File: src/rtl/rr_stream_mux.sv
// N:1 valid/ready stream mux with round-robin grant and a one-entry registered output.
// Optional macro SEL_OVERRIDE_EN adds force_en/force_sel to bypass the arbiter.
module rr_stream_mux #(
  parameter int  NUM_CH = 4,
  parameter int  DATA_W = 8,
  localparam int SEL_W  = $clog2(NUM_CH)
) (
  input  logic                     clk,
  input  logic                     rst,
  input  logic [NUM_CH*DATA_W-1:0] in_data,
  input  logic [NUM_CH-1:0]        in_valid,
  output logic [NUM_CH-1:0]        in_ready,
  output logic [DATA_W-1:0]        out_data,
  output logic [SEL_W-1:0]         out_ch,
  output logic                     out_valid,
  input  logic                     out_ready
`ifdef SEL_OVERRIDE_EN
  ,
  input  logic                     force_en,
  input  logic [SEL_W-1:0]         force_sel
`endif
);

  typedef enum logic {EMPTY = 1'b0, FULL = 1'b1} state_e;

  localparam logic [SEL_W-1:0] LAST_CH = SEL_W'(NUM_CH - 1);

  // Returns {found, index}: lowest requester above ptr, else lowest requester overall (explicit wrap).
  function automatic logic [SEL_W:0] rr_pick(input logic [NUM_CH-1:0] req, input logic [SEL_W-1:0] ptr);
    logic [SEL_W:0] r;
    r = '0;
    for (int i = NUM_CH - 1; i >= 0; i--) begin
      if (req[i]) r = {1'b1, SEL_W'(i)};
    end
    for (int i = NUM_CH - 1; i >= 0; i--) begin
      if (req[i] && (SEL_W'(i) > ptr)) r = {1'b1, SEL_W'(i)};
    end
    return r;
  endfunction

  // Forced selection only grants an in-range channel that is actually requesting.
  function automatic logic [SEL_W:0] force_pick(input logic [NUM_CH-1:0] req, input logic [SEL_W-1:0] sel);
    logic [SEL_W:0] r;
    r = '0;
    for (int i = 0; i < NUM_CH; i++) begin
      if (req[i] && (sel == SEL_W'(i))) r = {1'b1, SEL_W'(i)};
    end
    return r;
  endfunction

  function automatic logic [DATA_W-1:0] ch_data(input logic [NUM_CH*DATA_W-1:0] bus, input logic [SEL_W-1:0] sel);
    logic [DATA_W-1:0] d;
    d = '0;
    for (int i = 0; i < NUM_CH; i++) begin
      if (sel == SEL_W'(i)) d = bus[i*DATA_W +: DATA_W];
    end
    return d;
  endfunction

  state_e             state_q, state_d;
  logic [DATA_W-1:0]  out_data_q, out_data_d;
  logic [SEL_W-1:0]   out_ch_q, out_ch_d;
  logic [SEL_W-1:0]   ptr_q, ptr_d;
  logic [SEL_W-1:0]   grant_s;
  logic               found_s;
  logic               forced_s;
  logic               load_s;
  logic               accept_s;

  // Grant selection
  always_comb begin
    forced_s = 1'b0;
`ifdef SEL_OVERRIDE_EN
    if (force_en) begin
      forced_s           = 1'b1;
      {found_s, grant_s} = force_pick(in_valid, force_sel);
    end else begin
      {found_s, grant_s} = rr_pick(in_valid, ptr_q);
    end
`else
    {found_s, grant_s} = rr_pick(in_valid, ptr_q);
`endif
  end

  assign load_s   = (state_q == EMPTY) | out_ready;
  assign accept_s = load_s & found_s;

  // Handshake back to the granted channel only
  always_comb begin
    for (int i = 0; i < NUM_CH; i++) begin
      in_ready[i] = accept_s & (grant_s == SEL_W'(i));
    end
  end

  // Next-state and output register updates
  always_comb begin
    state_d    = state_q;
    out_data_d = out_data_q;
    out_ch_d   = out_ch_q;
    ptr_d      = ptr_q;
    case (state_q)
      EMPTY: begin
        if (accept_s) state_d = FULL;
        else          state_d = EMPTY;
      end
      FULL: begin
        if (accept_s)       state_d = FULL;
        else if (out_ready) state_d = EMPTY;
        else                state_d = FULL;
      end
      default: state_d = EMPTY;
    endcase
    if (accept_s) begin
      out_data_d = ch_data(in_data, grant_s);
      out_ch_d   = grant_s;
      ptr_d      = forced_s ? ptr_q : grant_s;
    end else begin
      out_data_d = out_data_q;
      out_ch_d   = out_ch_q;
      ptr_d      = ptr_q;
    end
  end

  // State, payload and pointer registers
  always_ff @(posedge clk) begin
    if (rst) begin
      state_q    <= EMPTY;
      out_data_q <= '0;
      out_ch_q   <= '0;
      ptr_q      <= LAST_CH;
    end else begin
      state_q    <= state_d;
      out_data_q <= out_data_d;
      out_ch_q   <= out_ch_d;
      ptr_q      <= ptr_d;
    end
  end

  assign out_valid = (state_q == FULL);
  assign out_data  = out_data_q;
  assign out_ch    = out_ch_q;

endmodule

File: config.mk
export PLATFORM = sky130hd
export DESIGN_NAME = rr_stream_mux
export DESIGN_NICKNAME = d
export VERILOG_FILES = /design/src/rtl/rr_stream_mux.sv
export SDC_FILE = /design/constraint.sdc
export NUM_CORES = 1
export LEC_CHECK = 0
export ABC_CLOCK_PERIOD_IN_PS = 2600
export CAP_MARGIN = 20
export CORE_ASPECT_RATIO = 1.1
export CORE_MARGIN = 8
export CORE_UTILIZATION = 37
export DETAILED_ROUTE_END_ITERATION = 8
export PLACE_DENSITY = 0.9
export SETUP_SLACK_MARGIN = 0.2
export SLEW_MARGIN = 20
export SYNTH_ARGS = -nofsm -noshare
export SYNTH_HDL_FRONTEND = slang
export SYNTH_SLANG_ARGS = --single-unit
File: constraint.sdc
create_clock -name clk -period 2.6 [get_ports clk]
set_clock_uncertainty 0.15 [all_clocks]
set_input_delay 0.52 -clock clk [delete_from_list [all_inputs] [get_ports clk]]
set_output_delay 0.52 -clock clk [all_outputs]
set_load 0.02 [all_outputs]
==> metrics.csv, run 1 <==
metric;value;unit
status;finished clean;
rsz0062_at_grt;yes;
row_count;19;
hpwl;2.70;mm
drt_wl_total;3.30;mm
boundaryPins;54;
grt_max_degree;14;
synth_area_per_cell;9.17;um2
cp.required;1930;ps
fp.dieH;68.5;um
slew_headroom;70.6;%
yosys-mux-area-fraction;20.5;%
vias;1051;
yosysWarnings;0;
yosysUniqueCellTypes;33;
hold_viol_final;0;
max_stage_delay;450;ps
path_clk_slew;80;ps
synthesis.nets;140;
antenna_found_initial;0;
critPathKind;in -> out;
clock_sinks;13;
slew_viol_final;0;
synth_simple_gate_area_share;26.2;%
place_area;1590;um2
power.total;0.737;mW
viasPerCell;5.13;
die_area;4360;um2
grt.overflow.total;0;
final_cell_mix;clkdlybuf4s50_1 (45), buf_4 (23), dfxtp_1 (12);
layout_commonest_cell;clkdlybuf4s50_1;
tightest_slew;437;ps
synth_compound_area_share;19.1;%
worst_setup_path_start_kind;input pin;
reg2regPathDepth;6;
cts_tree;built;
drt_iter0_drc;24;
grt_first_pass_wirelength;5.51;mm
fin_crit_sh;90.3;%
irDropWorstVdd;0.327;mV
post_drt_wl_per_cell;16.1;um
antenna_left;0;
ctsRootBufferMaster;clkbuf_4;
diodes;0;
syn_inst;101;
fin_cells;205;
dp_cells;199;
post-route-min-period;2350;ps
dr.pass1.iters;4;
final-setup-viol-count;0;
nets;214;
ctsHtreeMaxLevel;1;
fmax;426;MHz
r2r-end;out_data[0]$_SDFFE_PP0P_;
hold_ws;324;ps
gp_congestion;0.912;
areaGrowthSynthToFinish;77.4;%
synth_xor_area_share;0;%
grt_pass1_vias;1151;
die_w;63.7;um
cts_buffer_depth;2;
rrSetupSlack;590;ps
endpoint_kind;output port;
start_util;37.8;%
port_buffers;53;
numCtsBuffers;3;
clk_latency;270;ps
final.setup.tns;0;ps
cp-endpoint;in_ready[2];
reg2reg_from;ptr_q[0]$_SDFFE_PP1P_;
crit_start;out_ready;
route.detailed.drc;0;
maxCapViolCount;0;
post-route-cell-area;1640;um2
synthAdderAreaFrac;0;%
synth_top_family_by_area;simple AND/OR/NAND/NOR gates;
critPathArrivalTime;1680;ps
power_density;448;nW/um2
crit_chain;clkdlybuf4s50_1 > nand2b_1 > a21boi_4 > nand2_1 > nor2_2 > buf_4;
netlist_area;926;um2
synth_seq_area_share;28.1;%
cts_hold_buf;0;
slowest_stage;clkdlybuf4s50_1;
drive_above_1_share;32.2;%
synth_seq_cells;13;
p_leak;0.685;nW
coreArea;2450;um2
grt_use_total;15.7;%
critPathMaxFanout;5;
holdCritPathClass;reg -> reg;
==> routing by layer <==
| layer | share of wire, % | track usage [%] | wire (um) |
|---|---|---|---|
| met3 | 6.9 | 3.11 | 226 |
| met4 | 1.2 | 6.69 | 41 |
| met1 | 42 | 17.3 | 1390 |
| met2 | 50 | 29.2 | 1640 |
| met5 | 0 | 0 | 0 |
==> kinds of logic (layout without fill, tap and decap cells) <==
group           count (synthesis)  count (layout)
mux                            18              18
flops                          13              13
buf+inv                         7              80
compound gates                 23              23
simple gates                   40              40
==> critical path: cells and delay by family <==
family,cells,cell delay [ps]
buffers and inverters,2,600
AOI/OAI and AO/OA,1,220
and+or+nand+nor,3,330
==> area by class of cell <==
class	instances	area, um2
clock buffer	4	26.3
fill	214	806
inverter	2	7.51
multi-input combinational	81	642
sequential	13	262
tap	31	38.8
timing repair buffer	74	667
==> flip-flops by register name, indices dropped and copies added, names as in the netlist <==
| signal | flops |
|---|---|
| out_ch | 2 |
| out_data | 8 |
| ptr_q | 2 |
| out_valid | 1 |
==> what timing repair did <==
action | 4_1_cts | 5_1_grt
cloned | 0 | 0
endpoints found under the setup margin | 4 | 4
buffers inserted | 1 | 1
pin swaps | 4 | 4
resized for setup | 31 | 6
==> synth_stat cells, drive strengths merged <==
cell / instances / area share [%]
dfxtp: 13 / 28
nor2: 12 / 4.9
mux2i: 10 / 11
mux2: 8 / 9.7
nand3b: 8 / 6.5
o21ai: 7 / 3.8
nand2: 6 / 2.4
a21oi: 4 / 2.6
buf: 4 / 4.2
nor3: 4 / 4.6
a221oi: 3 / 3.5
nand2b: 3 / 2.0
o31ai: 3 / 4.1
and3: 2 / 1.5
inv: 2 / 0.81
a21boi: 1 / 0.81
a31oi: 1 / 0.68
and2b: 1 / 0.81
clkdlybuf4s15: 1 / 1.1
nor2b: 1 / 0.95
nor4: 1 / 0.68
o21a: 1 / 0.95
o21bai: 1 / 0.81
o221a: 1 / 1.2
o22ai: 1 / 0.68
or2: 1 / 0.68
or2b: 1 / 1.2
==> report_power, final <==
| part | internal, mW | switching [mW] | total, mW |
|---|---|---|---|
| clock | 0.0595 | 0.0652 | 0.125 |
| combinational | 0.209 | 0.163 | 0.372 |
| sequential | 0.224 | 0.0161 | 0.240 |
==> metrics by stage <==
stage,util (%),setup slack [ps]
after floorplan,-,364
after detailed placement,64.9,-545
final,67.1,252
after CTS,66.7,202
after global routing,67.1,180
after global placement,64.9,-492
==> worst min-delay path by stage <==
stage / depth (start not counted) / startpoint / to / slack [ps]
finish: 2 / out_ch[1]$_SDFFE_PP0P_ / out_ch[1]$_SDFFE_PP0P_ / 320
global route: 2 / out_ch[1]$_SDFFE_PP0P_ / out_ch[1]$_SDFFE_PP0P_ / 360
CTS: 2 / out_ch[1]$_SDFFE_PP0P_ / out_ch[1]$_SDFFE_PP0P_ / 330
detailed placement: 2 / out_ch[1]$_SDFFE_PP0P_ / out_ch[1]$_SDFFE_PP0P_ / 320
global placement: 2 / out_ch[1]$_SDFFE_PP0P_ / out_ch[1]$_SDFFE_PP0P_ / 310
floorplan: 2 / ptr_q[0]$_SDFFE_PP1P_ / ptr_q[0]$_SDFFE_PP1P_ / 350
No activity file was read; power rests on OpenSTA's default activity.
==> run 2, diff against run 1 <==
--- a/config.mk
+++ b/config.mk
@@ -11,7 +11,7 @@
 export CORE_MARGIN = 8
 export CORE_UTILIZATION = 37
 export DETAILED_ROUTE_END_ITERATION = 8
-export PLACE_DENSITY = 0.9
+export PLACE_DENSITY = 0.88
 export SETUP_SLACK_MARGIN = 0.2
 export SLEW_MARGIN = 20
 export SYNTH_ARGS = -nofsm -noshare
==> run 2 against run 1 <==
Compared with the run above: first-iteration DRC count rose by 63%; global-route usage fell by 0.35 points; non-clock buffer count fell by 2; critical path depth rose by 2; sequential power barely moved; combinational power fell by 1%; final cell count fell by 0.98%; die area did not move; critical endpoint is now in_ready[1]; largest cell class unchanged.
==> metrics.csv, run 2 (synthesized netlist as in run 1, its figures left out) <==
metric;value;unit;change
coreArea;2450;um2;unchanged
final.setup.tns;0;ps;unchanged
areaGrowthSynthToFinish;75.1;%;
fin_cells;203;;-0.98%
ctsHtreeMaxLevel;1;;unchanged
critPathArrivalTime;1680;ps;about the same
numCtsBuffers;3;;unchanged
hold_ws;327;ps;+3.42 ps
clock_sinks;13;;unchanged
hold_viol_final;0;;unchanged
final_cell_mix;clkdlybuf4s50_1 (45), buf_4 (20), dfxtp_1 (12);;
nets;212;;-0.93%
switching_share;33.6;%;+0.50 points
route.detailed.drc;0;;unchanged
p_seq_share;32.6;%;about the same
slew_headroom;72.5;%;+1.9 points
irDropWorstVdd;0.247;mV;-24%
layout_commonest_cell;clkdlybuf4s50_1;;
power_density;455;nW/um2;+1.6%
tightest_slew;409;ps;-28.0 ps
antenna_found_initial;0;;unchanged
endpoint_kind;output port;;
slew_viol_final;0;;unchanged
slowest_stage;dlygate4sd2_1;;
regArea;262;um2;unchanged
cpLargestDelayFamily;buffers and inverters;;
cts_tree;built;;
start_util;37.8;%;unchanged
grt.overflow.total;0;;unchanged
grt_use_total;15.3;%;-0.35 points
largest_reg_flops;8;;unchanged
status;finished clean;;
fmax;425;MHz;-0.15%
drt_wl_total;3.27;mm;-0.88%
holdCritPathClass;reg -> reg;;
power.total;0.738;mW;+0.25%
drt_iter0_drc;39;;+63%
crit_chain;dlygate4sd2_1 > buf_4 > nor2_1 > buf_4 > nand2_1 > nand2_1 > nor3_1 > buf_2;;
cp.required;1930;ps;about the same
dr.pass1.iters;4;;unchanged
fin_crit_sh;90.5;%;+0.14 points
nFillCells;193;;-9.8%
intPower;0.490;mW;-0.50%
port_buffers;53;;unchanged
boundaryPins;54;;unchanged
gp_congestion;0.886;;-2.9%
clockPowerShare;17.6;%;+0.7 points
max_stage_delay;270;ps;-180 ps
path_buf_inv;4;;+2
worst_setup_path_start_kind;input pin;;
viasPerCell;5.21;;+1.6%
clk_latency;290;ps;+20 ps
rrSetupSlack;580;ps;about the same
p_leak;0.676;nW;-1.3%
path_clk_slew;80;ps;about the same
post_drt_wl_per_cell;16.1;um;about the same
multi_input_area;638;um2;-0.58%
grt_pass1_vias;1115;;-3.1%
grt_first_pass_wirelength;5.34;mm;-3.1%
ctsRootBufferMaster;clkbuf_4;;
critPathKind;in -> out;;
combPwrFrac;49.8;%;-0.7 points
power.switching;0.248;mW;+1.8%
die_w;63.7;um;unchanged
rsz0062_at_grt;yes;;
grt_max_degree;14;;unchanged
diodes;0;;unchanged
hpwl;2.69;mm;-0.36%
maxCapViolCount;0;;unchanged
drive_above_1_share;30.8;%;-1.4 points
antenna_left;0;;unchanged
cts_buffer_depth;2;;unchanged
critPathMaxFanout;3;;-2
die_area;4360;um2;unchanged
vias;1057;;+0.57%
final-setup-viol-count;0;;unchanged
post-route-min-period;2350;ps;+3.59 ps
fp.dieH;68.5;um;unchanged
row_count;19;;unchanged
dp_cells;197;;-1.0%
-- run 2: layout make-up --
cell class / count / area share [%]
clock buffer: 4 / 1.62
inverter: 2 / 0.463
multi-input combinational: 81 / 39.4
sequential: 13 / 16.1
tap: 31 / 2.39
timing repair buffer: 72 / 40.0
-- run 2: worst reg2reg max path, delay by kind of cell, from the launching register on --
kind                   cells  cell delay, ps
AOI/OAI and AO/OA          3             550
buffers and inverters      2             330
DFF                        1             500
muxes                      2             420
-- run 2: through the flow --
| stage | instance area [um2] | util (%) | worst slack (ps) |
|---|---|---|---|
| 2_1_floorplan | 926 | - | 364 |
| 3_3_place_gp | 1570 | 64.3 | -486 |
| 3_5_place_dp | 1570 | 64.3 | -535 |
| 4_1_cts | 1600 | 65.3 | 186 |
| 5_1_grt | 1620 | 66.2 | 205 |
| 6_report | 1620 | 66.2 | 248 |
-- run 2: timing repair --
| item | in CTS | in global routing |
|---|---|---|
| setup buffers | 2 | 0 |
| setup endpoints to repair | 4 | 3 |
| hold buffers | 0 | 0 |
| endpoints found under the hold margin | 0 | 0 |
| resized for setup | 25 | 11 |
| pin swaps | 4 | 2 |
-- run 2: worst paths after layout --
path                                          startpoint                        to  cells past startpoint
worst max-delay path                         in_valid[0]               in_ready[1]                      8
worst min-delay path            out_data[7]$_SDFFE_PP0P_  out_data[7]$_SDFFE_PP0P_                      2
worst max register to register     ptr_q[1]$_SDFFE_PP1P_  out_data[2]$_SDFFE_PP0P_                      7
worst min register to register  out_data[7]$_SDFFE_PP0P_  out_data[7]$_SDFFE_PP0P_                      2
-- run 2: power by group through the flow --
stage	combinational (mW)	sequential, mW	clock [mW]
floorplan	0.164	0.268	0
global placement	0.349	0.243	0
detailed placement	0.359	0.244	0
CTS	0.360	0.240	0.135
global route	0.393	0.243	0.143
finish	0.368	0.241	0.130
-- run 2: layer usage --
layer	track usage [%]	wire length, um
met1	15.8	1310
met5	0	0
met2	30.0	1720
met3	2.78	175
met4	6.69	61
